===== src/rtl/link_pkg.sv =====
// Shared definitions for the byte link: master state encoding, default sizing
// and the byte width common to master and slave.
package link_pkg;

  localparam int BYTE_W      = 8;
  localparam int DEF_DEPTH   = 4;
  localparam int DEF_TIMEOUT = 16;
  localparam int DEF_CNT_W   = 16;

  typedef enum logic [1:0] {
    S_IDLE         = 2'd0,
    S_REQ          = 2'd1,
    S_WAIT_ACK_LOW = 2'd2,
    S_ERR          = 2'd3
  } master_state_t;

endpackage


===== src/rtl/byte_fifo.sv =====
// Synchronous byte FIFO with a combinational head; pointers carry one extra
// wrap bit so full and empty are distinguished without a separate counter.
module byte_fifo
  import link_pkg::*;
#(
  parameter int DEPTH = DEF_DEPTH
) (
  input  logic              clk,
  input  logic              rst,
  input  logic              push,
  input  logic              pop,
  input  logic [BYTE_W-1:0] wdata,
  output logic [BYTE_W-1:0] rdata,
  output logic              full,
  output logic              empty
);

  localparam int AW = $clog2(DEPTH);

  logic [AW:0]       wptr;
  logic [AW:0]       rptr;
  logic [BYTE_W-1:0] mem [DEPTH];
  logic              do_push;
  logic              do_pop;

  assign empty   = (wptr == rptr);
  assign full    = (wptr[AW] != rptr[AW]) && (wptr[AW-1:0] == rptr[AW-1:0]);
  assign rdata   = mem[rptr[AW-1:0]];
  assign do_push = push && !full;
  assign do_pop  = pop && !empty;

  always_ff @(posedge clk or negedge rst) begin
    if (!rst) begin
      wptr <= '0;
      rptr <= '0;
    end else begin
      if (do_push) wptr <= wptr + (AW+1)'(1);
      if (do_pop)  rptr <= rptr + (AW+1)'(1);
    end
  end

  // Storage needs no reset: only entries between the pointers are ever read.
  always_ff @(posedge clk) begin
    if (do_push) mem[wptr[AW-1:0]] <= wdata;
  end

endmodule


===== src/rtl/link_master_fsm.sv =====
// Transmit side of the byte link: buffers producer bytes and hands each one to
// the slave over a 4-phase req/ack handshake, with ack timeout and a sent count.
module link_master_fsm
  import link_pkg::*;
#(
  parameter int DEPTH   = DEF_DEPTH,
  parameter int TIMEOUT = DEF_TIMEOUT,
  parameter int CNT_W   = DEF_CNT_W
) (
  input  logic              clk,
  input  logic              rst,
  input  logic              in_valid,
  input  logic [BYTE_W-1:0] in_data,
  output logic              in_ready,
  input  logic              ack,
  output logic              req,
  output logic [BYTE_W-1:0] data_out,
  output logic              busy,
  output logic [CNT_W-1:0]  sent_count,
  output logic              timeout_err,
  input  logic              err_clr
);

  localparam int TW = $clog2(TIMEOUT);

  master_state_t     state, state_next;
  logic [TW-1:0]     tcnt, tcnt_next;
  logic              req_next;
  logic [BYTE_W-1:0] data_next;
  logic [CNT_W-1:0]  sent_next;
  logic              err_next;
  logic              load;
  logic              pop;
  logic              full;
  logic              empty;
  logic [BYTE_W-1:0] head;

  byte_fifo #(.DEPTH(DEPTH)) fifo (
    .clk   (clk),
    .rst   (rst),
    .push  (in_valid && !full),
    .pop   (pop),
    .wdata (in_data),
    .rdata (head),
    .full  (full),
    .empty (empty)
  );

  assign in_ready = !full;
  assign busy     = (state != S_IDLE) || !empty;

  always_comb begin
    state_next = state;
    req_next   = req;
    data_next  = data_out;
    tcnt_next  = tcnt;
    sent_next  = sent_count;
    err_next   = timeout_err;
    load       = 1'b0;
    pop        = 1'b0;
    case (state)
      S_IDLE: begin
        req_next = 1'b0;
        if (!empty) load = 1'b1;
      end
      S_REQ: begin
        // ack is tested first so a late ack on the final cycle still counts.
        if (ack) begin
          req_next   = 1'b0;
          sent_next  = sent_count + CNT_W'(1);
          state_next = S_WAIT_ACK_LOW;
        end else if (tcnt == TW'(TIMEOUT - 1)) begin
          req_next   = 1'b0;
          err_next   = 1'b1;
          state_next = S_ERR;
        end else begin
          tcnt_next = tcnt + TW'(1);
        end
      end
      S_WAIT_ACK_LOW: begin
        req_next = 1'b0;
        if (!ack) begin
          if (!empty) load = 1'b1;
          else        state_next = S_IDLE;
        end
      end
      S_ERR: begin
        req_next = 1'b0;
        if (err_clr) begin
          err_next   = 1'b0;
          state_next = S_IDLE;
        end
      end
      default: state_next = S_IDLE;
    endcase
    if (load) begin
      pop        = 1'b1;
      data_next  = head;
      req_next   = 1'b1;
      tcnt_next  = '0;
      state_next = S_REQ;
    end
  end

  always_ff @(posedge clk or negedge rst) begin
    if (!rst) begin
      state       <= S_IDLE;
      req         <= 1'b0;
      data_out    <= '0;
      tcnt        <= '0;
      sent_count  <= '0;
      timeout_err <= 1'b0;
    end else begin
      state       <= state_next;
      req         <= req_next;
      data_out    <= data_next;
      tcnt        <= tcnt_next;
      sent_count  <= sent_next;
      timeout_err <= err_next;
    end
  end

endmodule


===== config.mk =====
export PLATFORM = sky130hd
export DESIGN_NAME = link_master_fsm
export DESIGN_NICKNAME = d
export VERILOG_FILES = /design/src/rtl/link_pkg.sv /design/src/rtl/byte_fifo.sv /design/src/rtl/link_master_fsm.sv
export SDC_FILE = /design/constraint.sdc
export NUM_CORES = 1
export LEC_CHECK = 0
export CAP_MARGIN = 5
export CORE_MARGIN = 1
export CORE_UTILIZATION = 40
export DETAILED_ROUTE_END_ITERATION = 7
export PLACE_DENSITY_LB_ADDON = 0.05
export SLEW_MARGIN = 10
export SYNTH_ARGS = -nofsm -noshare
export SYNTH_HDL_FRONTEND = slang
export SYNTH_SLANG_ARGS = --single-unit

===== constraint.sdc =====
create_clock -name clk -period 1.9 [get_ports clk]
set_input_delay 0.57 -clock clk [delete_from_list [all_inputs] [get_ports clk]]
set_output_delay 0.57 -clock clk [all_outputs]
set_load 0.02 [all_outputs]

* Yosys cells after proc, flatten, opt, wreduce, memory -nomap -nowiden
Memory sizes are Yosys's and may differ from the RTL's. A register that Yosys moved wholly into a read port is not among the register bits. Index checks and enable logic that the tools add are counted.
Word-level totals: flip-flop bits (word level) 30, RAM bits 32, input bits 13, output and inout bits 28, memories kept 1
Memory list:
- fifo.mem | depth 4, bits a word 8, rd ports 1, clocked after memory_dff 1, write ports 1, RTL line byte_fifo.sv:22 | logic [BYTE_W-1:0] mem [DEPTH];
Cells by class: add/sub/neg operators 4, equal/unequal tests 16, muxes and demuxes 25, reduce and logical (&&, ||, !) cells 18
Operators with widths (count):
- 16-bit by 1-bit adder with 16-bit output, second input constant | 1
- 4-bit two-way mux | 4
- 2-bit two-way mux | 6
- 1-bit two-way mux | 11
- 3-bit != test, second input constant | 3
- 2-bit != test, second input constant | 4
- 3-bit by 1-bit adder with 3-bit output, second input constant | 2
- 1-bit case mux with 2 select lines | 3
- 2-bit case mux with 3 select lines | 1
- 2-bit nonzero test | 3
- 5-bit AND reduction | 1
- 4-bit by 1-bit adder with 4-bit output, second input constant | 1
- 2-bit equality test, second input constant | 2
- 4-bit equality test, second input constant | 1
- 1-bit logical AND | 4
- 4-bit != test, second input constant | 1
- 4-bit AND reduction | 1
- 4-bit nonzero test | 1
- 3-bit equality test | 1
- 1-bit zero test | 3
- 3-bit AND reduction | 1
- 3-bit OR reduction | 1
- 2-bit by 1-bit equality test with 1-bit output, second input constant | 1
- 2-bit equality test | 1
- 5 further kinds | 5

* Logic depth before layout (Yosys ltp)
Gate-level depths: netlist of run 1.
depth in word-level cells 7, gate-level depth with buffers 6, mapped depth without buffers 5

* By module
Synthesis of run 1 repeated with hierarchy kept, for this count alone.
Unflattened totals: cells, all modules 213, area, all modules 3070.4 µm²
Modules (own cells, without submodules):
- byte_fifo | instances 1, cells each 90, area each 1629.1 µm²
- link_master_fsm | instances 1, cells each 123, area each 1441.4 µm²

* Worst setup path before layout of run 1
OpenSTA, ideal clock, no wires.
kind in2reg, start point input port ack, end point register data_out[7], read port of fifo.mem, data arrival time 1.507 ns, setup slack 0.268 ns, cell stages on the path 4, cell sequence a21o_2 > a31oi_4 > buf_8 > mux2_4
On the way: longest elaborated chain between the ends 2
RTL lines:
- from (decl) | RTL line link_master_fsm.sv:15 | input logic ack,
- 1-bit two-way mux | RTL line link_master_fsm.sv:82 | if (!ack) begin
- 1-bit case mux with 2 select lines | RTL line link_master_fsm.sv:61 | case (state)
- to (decl) | RTL line link_master_fsm.sv:17 | output logic [BYTE_W-1:0] data_out,
Every way passes these cells. A chain may end at the register's enable or synchronous reset.

* Worst setup path in the final report of run 1
start point register fifo.wptr[2], end point output port in_ready
On the way: longest elaborated chain between the ends 3
RTL lines:
- from (decl) | RTL line byte_fifo.sv:20 | logic [AW:0] wptr;
- from (signal assigned) | RTL line byte_fifo.sv:37 | if (do_push) wptr <= wptr + (AW+1)'(1);
- 1-bit != test | RTL line byte_fifo.sv:27 | assign full = (wptr[AW] != rptr[AW]) && (wptr[AW-1:0] == rptr[AW-1:0]);
- 1-bit logical AND | RTL line byte_fifo.sv:27
- 1-bit zero test | RTL line link_master_fsm.sv:49 | assign in_ready = !full;
- to (decl) | RTL line link_master_fsm.sv:14 | output logic in_ready,
Every way passes these cells.

==> key figures, run 1 <==
STA
  • RSZ-0062 raised after global routing: yes
  • Hold Fails Final Rpt: 0
  • Slew @ Worst Pin: 0.4721 ns
  • Period utilization: 96.53%
  • Max Clk Rate: 545.2 MHz
  • Post-route minimum period: 1.834 ns
  • Final Skew: 0.007378 ns
  • Final setup vio count: 0
  • Slew Limit Fails: 0
  • Slew headroom: 68.38%

Yosys
  • Net Count, Synth: 210
  • Register area share after synthesis: 62.70%
  • Seq cells post-synth: 70
  • Yosys warns: 0
  • Mapped cell area: 0.003049 mm²
  • Synth Instances: 190
  • Syn Area/Cell: 16.05 µm²
  • Unique cell type count in the Yosys netlist: 38
  • Top cell type's share of synthesized area: 31.51%
  • Main area contributors after synthesis: edfxtp_1 32%, dfrtp_1 31%, mux4_1 4.3%
  • Cell taking the most area after synthesis: edfxtp_1

CTS
  • Root buffer cell: clkbuf_8
  • CTS tree: done
  • Htree depth: 3
  • Clock Sinks: 70
  • Max Buffers Root-to-Sink: 2
  • Worst-Skew Late Latency: 0.34 ns
  • Clock transition at path regs: 0.08 ns
  • CTS Buf Count: 9
  • # hold bufs at CTS: 0

Final layout
  • Area Overhead vs Synth: 30.04%
  • ANT cells: 0
  • Commonest cells after routing, fill and taps aside: 35 x dfrtp_1, 32 x edfxtp_1, 23 x dlygate4sd2_1
  • Final nets: 283
  • Share of layout cells above drive strength 1: 27.99%
  • Post-Route Utilization: 54.38%
  • Most common cell after layout, fill and taps aside: dfrtp_1

Power and ir drop
  • P_leak: 1.770 nW
  • Pwr Total: 6.078 mW
  • Net switching power figure: 2.109 mW
  • Seq pwr share: 38.0%
  • Pwr dens: 1533 mW/mm²
  • Comb pwr share: 43.4%
  • Worst VDD drop: 0.7386 mV
  • Internal power: 3.970 mW
  • Clock power frac: 18.6%
  • Switch share: 34.69%

Die
  • Initial Util: 41.82%
  • Site Rows: 31
  • I/O Pins: 41
  • Die Span X: 89.31 µm
  • Die height: 89.31 µm
  • DIE AREA: 0.007976 mm²
  • Core ar.: 0.007292 mm²

Critical path
  • Data required, critical path: 1.33 ns
  • Reg-to-reg endpoint: data_out[4]$_DFFE_PN0P_
  • Kind of critical path: flop to output pin
  • Worst Setup End Kind: output pin
  • RR Startpoint: fifo.rptr[0]$_DFFE_PN0P_
  • Worst Path Max Fanout: 3
  • CP Launch Type: flop
  • Worst Path Arrival: 1.26 ns
  • R2R depth: 3
  • R2r setup slk: 0.26 ns

Global route
  • Met1 GRT Util: 19.61%
  • Vias in the first global route: 1848
  • Initial antenna violation count: 0
  • Largest net degree at the start of global routing: 22
  • Met2 Usage GRT: 25.82%
  • First-pass GRT wire length: 8873 µm
  • All-Layer GR Usage: 15.52%
  • Grt met3 use: 3.601%
  • Most used routing layer: met2
  • GRT overflow: 0

Detailed routing
  • Post-route ant nets: 0
  • Wire per inst: 14.71 µm
  • DR vias/cell: 4.747
  • Routed Wire Length: 5398 µm
  • DRC violations left: 0
  • Vias: 1742
  • Drt first pass iters: 3
  • Iteration-0 DRC Markers: 61

Placement
  • DP HPWL: 3948 µm
  • Port buffer count: 40
  • GPL Wtd Cong: 0.7939

Status
  • Outcome: complete, no violations

Hold path
  • Type of the tightest min-delay check: input port to asynchronous set/reset pin

Run
  • Max Cap Viol: 0
layer usage:
layer,vias to the layer above,part of all wire [%]
met5,-,0
met4,0,1.4
met3,9,3.1
met2,32,52
met1,856,44
li1,845,-
critical path, stage by stage (launching register included):
cell and delay (ns):
dfrtp_1 0.44, xor2_1 0.23, nand3_1 0.09, buf_2 0.17
per-stage QoR:
| stage | hold slack, ns | area (µm²) | instances | setup slack [ns] | setup TNS [ns] |
|---|---|---|---|---|---|
| after floorplan | 0.2744 | 3049 | 190 | 0.2679 | 0 |
| after global placement | 0.4698 | 3796 | 351 | -0.1613 | -2.445 |
| after detailed placement | 0.4722 | 3796 | 351 | -0.1827 | -3.424 |
| after CTS | 0.1663 | 3950 | 367 | 0.002812 | 0 |
| after global routing | 0.1873 | 3965 | 367 | -0.02584 | -0.04358 |
| final | 0.1713 | 3965 | 367 | 0.06590 | 0 |
state kept, by name, summed over array words and instances (netlist names):
signal,count
data_out,8
fifo.mem,32
fifo.rptr,3
fifo.wptr,3
req,1
sent_count,16
state,2
tcnt,4
timeout_err,1
kinds of logic (layout without fill, tap and decap cells):
family	count (synthesis)	count (layout)	synth area share, %
mux	19	19	10.79
fa+ha+maj	7	7	2.872
xor+xnor	26	26	8.945
buf+inv	10	88	2.257
simple gates	47	47	9.028
compound gates	11	11	3.406
flops	70	70	62.70
cell usage after synthesis, drive strengths merged:
cell / instances
nand4: 6
mux2: 10
ha: 7
buf: 5
and4: 1
a21oi: 1
and3: 4
nor2b: 1
a31oi: 3
nor2: 7
a31o: 1
a21o: 2
o21ai: 3
nor3: 1
nor4: 1
xnor2: 14
edfxtp: 32
mux2i: 1
mux4: 8
nand3: 9
and3b: 1
and2: 5
inv: 5
dfrtp: 38
xor2: 12
nand2: 11
a41oi: 1
what timing repair did:
| item | CTS | global route |
|---|---|---|
| setup endpoints to repair | 25 | 4 |
| pin swaps | 1 | 1 |
| buffers inserted | 0 | 0 |
| resized for setup | 34 | 4 |
power by group through the flow:
stage | clock, mW | combinational (mW) | sequential [mW]
global route | 1.25 | 2.86 | 2.36
CTS | 1.17 | 2.69 | 2.32
floorplan | 0 | 1.47 | 2.47
detailed placement | 0 | 2.79 | 2.34
global placement | 0 | 2.72 | 2.32
finish | 1.13 | 2.64 | 2.31
layout make-up:
type	instances	area [µm²]
fillers	643	3327
flip-flops and latches	70	1916
multi-input cells	110	1076
repair buffers	67	641.9
clock buffers	9	123.9
well taps	99	123.9
clock inverters	7	65.06
inverters	5	18.77
worst max-delay path by stage:
stage | slack [ns] | startpoint | cells past startpoint | end
floorplan | 0.27 | ack | 4 | data_out[7]$_DFFE_PN0P_
global placement | -0.16 | ack | 5 | data_out[2]$_DFFE_PN0P_
detailed placement | -0.18 | ack | 5 | data_out[4]$_DFFE_PN0P_
CTS | 0.003 | req$_DFFE_PN0P_ | 1 | req
global route | -0.03 | fifo.wptr[2]$_DFFE_PN0P_ | 3 | in_ready
finish | 0.07 | fifo.wptr[2]$_DFFE_PN0P_ | 3 | in_ready
No activity file was read; power rests on OpenSTA's default activity.
==> run 2: changes to the inputs <==
ABC_CLOCK_PERIOD_IN_PS = 1900   (was not set)
==> results of run 2 <==
Final layout, timing and power as in run 1 (identical DEF).
